<file path="config.mk">
export PLATFORM = sky130hd
export DESIGN_NAME = input_unit
export DESIGN_NICKNAME = d
export VERILOG_FILES = /design/src/rtl/input_unit_pkg.sv /design/src/rtl/xy_route_calc.sv /design/src/rtl/input_unit.sv
export VERILOG_INCLUDE_DIRS = /design/src /design/src/rtl
export SDC_FILE = /design/constraint.sdc
export NUM_CORES = 1
export LEC_CHECK = 0
export CORE_MARGIN = 3
export CORE_UTILIZATION = 50
export DETAILED_ROUTE_END_ITERATION = 8
export GPL_TIMING_DRIVEN = 0
export PLACE_DENSITY_LB_ADDON = 0.3
export SLEW_MARGIN = 10
export SYNTH_ARGS = -nofsm -noshare
export SYNTH_HDL_FRONTEND = slang
export SYNTH_SLANG_ARGS = --single-unit
export TNS_END_PERCENT = 20
</file>
<file path="constraint.sdc">
create_clock -name clk -period 4.3 [get_ports clk]
set_clock_uncertainty 0.2 [all_clocks]
set_input_delay 0.645 -clock clk [delete_from_list [all_inputs] [get_ports clk]]
set_output_delay 0.645 -clock clk [all_outputs]
set_load 0.02 [all_outputs]
</file>
<file path="src/rtl/config.sv">
// Router-wide configuration: number of input ports (N) and output ports (M).
`ifndef ROUTER_CONFIG_SV
`define ROUTER_CONFIG_SV

`define N 5
`define M 5

`endif

</file>
<file path="src/rtl/input_unit_pkg.sv">
// Shared router types and constants used by the input units, switch_control
// and the crossbar.
`include "config.sv"

package input_unit_pkg;

   // Field widths of a flit.
   localparam int unsigned X_W    = 3;
   localparam int unsigned Y_W    = 3;
   localparam int unsigned DATA_W = 16;

   // Number of output ports, taken from the router configuration.
   localparam int unsigned M_PORTS = `M;

   // Output port indices into a [0:M-1] request/route vector.
   localparam logic [2:0] PORT_L = 3'd0;
   localparam logic [2:0] PORT_N = 3'd1;
   localparam logic [2:0] PORT_E = 3'd2;
   localparam logic [2:0] PORT_S = 3'd3;
   localparam logic [2:0] PORT_W = 3'd4;

   // One flit as it travels between routers.
   typedef struct packed {
      logic [DATA_W-1:0] data;
      logic [X_W-1:0]    x_dest;
      logic [Y_W-1:0]    y_dest;
      logic              valid;
   } packet_t;

   // One-hot output port selection, bit 0 = Local.
   typedef logic [0:M_PORTS-1] route_t;

   // FIFO slot: the flit plus its route, computed once at write time.
   typedef struct packed {
      packet_t pkt;
      route_t  route;
   } fifo_entry_t;

endpackage

</file>
<file path="src/rtl/xy_route_calc.sv">
// Dimension-ordered (X first, then Y) route computation for one flit.
// Purely combinational; also used by the local injection unit.
`include "config.sv"

module xy_route_calc
   import input_unit_pkg::*;
#(
   parameter logic [X_W-1:0] X_LOC = '0,
   parameter logic [Y_W-1:0] Y_LOC = '0
) (
   input  logic [X_W-1:0] x_dest,
   input  logic [Y_W-1:0] y_dest,
   output logic [0:`M-1]  route
);

   // Resolve X before Y; a flit at its destination leaves through Local.
   always_comb begin
      route = '0;
      if (x_dest > X_LOC) begin
         route[PORT_E] = 1'b1;
      end else if (x_dest < X_LOC) begin
         route[PORT_W] = 1'b1;
      end else if (y_dest > Y_LOC) begin
         route[PORT_N] = 1'b1;
      end else if (y_dest < Y_LOC) begin
         route[PORT_S] = 1'b1;
      end else begin
         route[PORT_L] = 1'b1;
      end
   end

endmodule

</file>
<file path="src/rtl/input_unit.sv">
// Router input port: buffers upstream flits in a small FIFO, attaches the XY
// route to each flit as it is written, and offers the head flit and its
// output request to switch_control. The head is popped on the input grant.
`include "config.sv"

module input_unit
   import input_unit_pkg::*;
#(
   parameter int unsigned     DEPTH = 4,
   parameter logic [X_W-1:0]  X_LOC = '0,
   parameter logic [Y_W-1:0]  Y_LOC = '0
) (
   input  logic           clk,
   input  logic           reset_n,
   input  logic           ce,
   input  packet_t        i_data,
   output logic           o_en,
   input  logic           i_input_grant,
   output logic [0:`M-1]  o_output_req,
   output packet_t        o_data
);

   localparam int unsigned     PTR_W    = $clog2(DEPTH);
   localparam logic [PTR_W:0]  FULL_CNT = DEPTH[PTR_W:0];

   logic [PTR_W-1:0] wr_ptr_q, wr_ptr_d;
   logic [PTR_W-1:0] rd_ptr_q, rd_ptr_d;
   logic [PTR_W:0]   count_q,  count_d;

   fifo_entry_t      mem_q [DEPTH];

   logic             full;
   logic             empty;
   logic             push;
   logic             pop;
   route_t           route_in;
   fifo_entry_t      head;

   xy_route_calc #(
      .X_LOC (X_LOC),
      .Y_LOC (Y_LOC)
   ) u_route (
      .x_dest (i_data.x_dest),
      .y_dest (i_data.y_dest),
      .route  (route_in)
   );

   // Status and handshake derived only from the registered occupancy.
   always_comb begin
      full  = (count_q == FULL_CNT);
      empty = (count_q == '0);
      o_en  = !full;
      push  = ce && i_data.valid && !full;
      pop   = ce && i_input_grant && !empty;
   end

   // Pointer and occupancy next state; simultaneous push/pop keeps count.
   always_comb begin
      wr_ptr_d = wr_ptr_q;
      rd_ptr_d = rd_ptr_q;
      count_d  = count_q;
      if (push) begin
         wr_ptr_d = wr_ptr_q + PTR_W'(1);
      end
      if (pop) begin
         rd_ptr_d = rd_ptr_q + PTR_W'(1);
      end
      case ({push, pop})
         2'b10:   count_d = count_q + (PTR_W+1)'(1);
         2'b01:   count_d = count_q - (PTR_W+1)'(1);
         default: count_d = count_q;
      endcase
   end

   // Control state register; reset takes priority over the clock enable.
   always_ff @(posedge clk) begin
      if (!reset_n) begin
         wr_ptr_q <= '0;
         rd_ptr_q <= '0;
         count_q  <= '0;
      end else if (ce) begin
         wr_ptr_q <= wr_ptr_d;
         rd_ptr_q <= rd_ptr_d;
         count_q  <= count_d;
      end
   end

   // Storage write; contents need no reset since count gates every read.
   always_ff @(posedge clk) begin
      if (reset_n && push) begin
         mem_q[wr_ptr_q] <= '{pkt: i_data, route: route_in};
      end
   end

   // Head presentation, forced to zero when nothing is buffered.
   always_comb begin
      head = mem_q[rd_ptr_q];
      if (empty) begin
         o_data       = '0;
         o_output_req = '0;
      end else begin
         o_data       = head.pkt;
         o_output_req = head.route;
      end
   end

endmodule

</file>
==> impl_summary.md <==
STA
The number of hold violations in the final report is 0. Setup repair after global routing left no endpoint under its margin. At the pin with the least slew margin, the transition time is 704 ps. Setup violations remaining at the end of the flow were counted as 0.

The final-layout worst hold slack is 299 ps. For the final routed database, the setup TNS stands at 0 ps. The number of pins exceeding their max-slew limit in the final report is 0. For this run, the top clock speed supported by timing is 0.291 GHz. Headroom to the max-slew limit came out at 53.1%. The worst path uses 79.9% of the clock period. The minimum clock period is 3430 ps.

Floorplanning
Row generation in the floorplan step produced 33 rows. The y dimension of the die is 101 µm. Once the floorplan was initialized, standard cells occupied 53.0% of the core. The floorplan step defined a core boundary enclosing 8420 µm².

The die covers 10100 µm². The die outline width is 101 µm. During I/O placement, the number of pins put on the boundary was 56.

Clock network
The clock passes through at most 2 buffers. The TritonCTS buffer count is 17. The count of hold buffers inserted by post-cts repair is 0. The cell sitting at the root of the clock tree is a sky130_fd_sc_hd__clkbuf_8. CTS saw 113 sinks. TritonCTS built the clock tree. The number of setup buffers added after CTS is 0. In this run the number of H-tree levels came out at 4. Post-CTS repair changed the size of 0 cells.

After clock tree synthesis, the clock-pin slew on the worst setup and hold paths is 60 ps. The clock reaches the later pin of the worst-skew pair after 490 ps.

GRT
The pin count of the biggest net entering global routing is 27. Summed over all layers, the global routing overflow is 0. The global router's overall resource usage is 17.4%. The first global-routing pass estimated 12600 µm of wire. The initial antenna violation count was 0. The number of global-route vias before repair is 2375.

Routing
The iteration-0 DRC count of the detailed router is 135. Once detail routing completed, the nets flagged for antenna violations numbered 0. The detailed-route via count is 2228. The detail-routed via count per cell is 5.34. The number of detailed-routing iterations run before antenna repair is 4. The number of remaining DRC errors is 0. The routed length per instance is 19.3 µm.

The sum of routed wire length over all layers is 8030 µm.

Setup path
The setup path with the least slack is of type reg -> out. The data arrival time at the worst-slack endpoint is 2590 ps. The element type at the critical path end is an output pin. The worst setup path is launched from a flop. The data required time at the worst endpoint is 3450 ps. Along the worst path, the maximum fanout reaches 10.

Job
The number of max-cap violations is 0.

Yosys
In the synthesized netlist the async set-or-reset flop fraction comes to 0%. The adder-cell share of the synthesized area is 1.85%. Sequential elements use 74.0% of the synthesized area. Counting distinct cell types in the post-synthesis netlist gives 27. The average size of a mapped cell is 19.8 µm². The total of flip-flops plus latches after synthesis is 113.

The cell count after synthesis came out at 226. In the synthesized netlist the dominant register cell turns out to be sky130_fd_sc_hd__edfxtp_1. The total number of yosys warnings is 0. The area of the mapped netlist is 4470 µm². The multiplexer share of the synthesized area is 14.0%. After Yosys synthesis, XOR and XNOR cells account for 0.588% of the synthesized area. Summing the areas of all and, or, nand and nor instances in the mapped netlist gives 6.75% of the synthesized area. The number of synthesized flops with an enable pin is 104. The combinational family with the most area after synthesis is multiplexers. The compound-cell area share of the yosys netlist is 0.560%.

Hold path
The class of the tightest hold or removal check is reg -> reg.

Cells and area
Across the whole layout, storage elements account for 3300 µm². The layout has 548 filler cells. At the end of the flow, the number of nets in the layout was 332. The post-route netlist has 22.4% of its cells at a drive strength greater than 1. The area overhead of the layout relative to synthesis is 29.1%. The multi-input combinational cells in the finished layout cover a total of 1070 µm². The number of antenna diodes in the final layout is 0. The post-route standard cell area excluding fillers is 5770 µm².

Place
In this run the tool buffered the top-level ports with 53 buffer cells. Routability-driven placement finished with a final weighted congestion of 0.754. Once placement finished, the instance area stood at 5140 µm². The half-perimeter wire length of the detailed placement result is 4610 µm.

Outcome
The run finished with clean final reports.

Power and ir drop
The power density normalized to cell area is 505 nW/µm². The design draws 2.91 mW. The peak ir drop on the vdd network is 0.000283 V.

The total leakage power is 1.93 nW.
where the power goes:
group,total [mW],internal [mW],switching [mW]
Combinational,0.220,0.109,0.111
Clock,1.46,0.995,0.469
Sequential,1.22,1.22,0.00732
Total,2.91,2.32,0.588
cell type report:
class	count	area share, %
clock inverter	15	3.73
clock buffer	17	7.18
timing repair buffer	53	9.20
buffer	11	1.30
sequential	113	57.3
inverter	6	0.391
tap	105	2.28
multi-input combinational	97	18.6
cell usage after synthesis, drive strengths merged (2+ instances only):
library cell,number,share of area [%]
and2,3,0.42
and3,4,0.56
buf,7,1.3
clkbuf,4,0.36
dfxtp,9,4.0
edfxtp,104,70
ha,5,1.4
inv,6,0.50
mux2i,4,0.90
mux4,26,13
nand2,11,0.92
nand2b,2,0.28
nor2,2,0.17
nor2b,28,3.9
nor3,2,0.34
xnor2,2,0.39
routing by layer:
metal,share of wire [%],GRT usage [%],up-vias
met5,0,0,-
met4,0.91,6.84,0
met3,5.6,4.98,8
met2,52,27.9,69
met1,42,22.6,1128
li1,-,-,1023
cells by family after synthesis:
logic type	count (synthesis)
multiplexers	30
other	1
buffers and inverters	17
XOR/XNOR	3
adder cells (fa/ha/maj)	6
AO/OA/AOI/OAI	3
AND/OR/NAND/NOR	53
flip-flops	113
state kept, by name, indices dropped and copies added (netlist names), named ones only:
name and count:
mem_q 104, rd_ptr_q 2, wr_ptr_q 2, count_q 3
per-stage QoR:
stage | worst slack (ps) | cells | utilization (%)
finish | 866 | 417 | 68.4
global route | 707 | 417 | 68.4
CTS | 774 | 417 | 68.4
detailed placement | 1170 | 385 | 61.0
global placement | 789 | 385 | 60.9
floorplan | 1920 | 227 | -
worst paths after layout:
path / to / startpoint / slack, ps / depth (start not counted)
worst max register to register: mem_q[2][14]$_DFFE_PP_ / count_q[1]$_SDFFE_PN0P_ / 2010 / 3
worst max-delay path: o_data[17] / count_q[0]$_SDFFE_PN0P_ / 870 / 4
worst min register to register: wr_ptr_q[0]$_SDFFE_PN0P_ / wr_ptr_q[0]$_SDFFE_PN0P_ / 300 / 2
worst min-delay path: wr_ptr_q[0]$_SDFFE_PN0P_ / wr_ptr_q[0]$_SDFFE_PN0P_ / 300 / 2
cell usage in the layout, fill, tap and decap left out, types with 3 or more instances in the layout:
cell type and n:
sky130_fd_sc_hd__nand2_1 11, sky130_fd_sc_hd__mux4_2 26, sky130_fd_sc_hd__clkbuf_1 3, sky130_fd_sc_hd__buf_6 3, sky130_fd_sc_hd__ha_1 5, sky130_fd_sc_hd__clkbuf_16 16
sky130_fd_sc_hd__and2_1 3, sky130_fd_sc_hd__and3_2 4, sky130_fd_sc_hd__inv_1 6, sky130_fd_sc_hd__edfxtp_1 104, sky130_fd_sc_hd__dfxtp_1 9, sky130_fd_sc_hd__nor2b_1 28
sky130_fd_sc_hd__clkdlybuf4s50_1 53, sky130_fd_sc_hd__clkinv_2 4, sky130_fd_sc_hd__mux2i_1 4, sky130_fd_sc_hd__bufinv_16 5
worst max-delay path, cell delays in order, from the launching register on:
cell and delay [ps]:
sky130_fd_sc_hd__dfxtp_1 350, sky130_fd_sc_hd__nor3_2 570, sky130_fd_sc_hd__clkbuf_1 480, sky130_fd_sc_hd__nor2b_1 130
sky130_fd_sc_hd__clkdlybuf4s50_1 560
(Power assumes the default switching activity.)
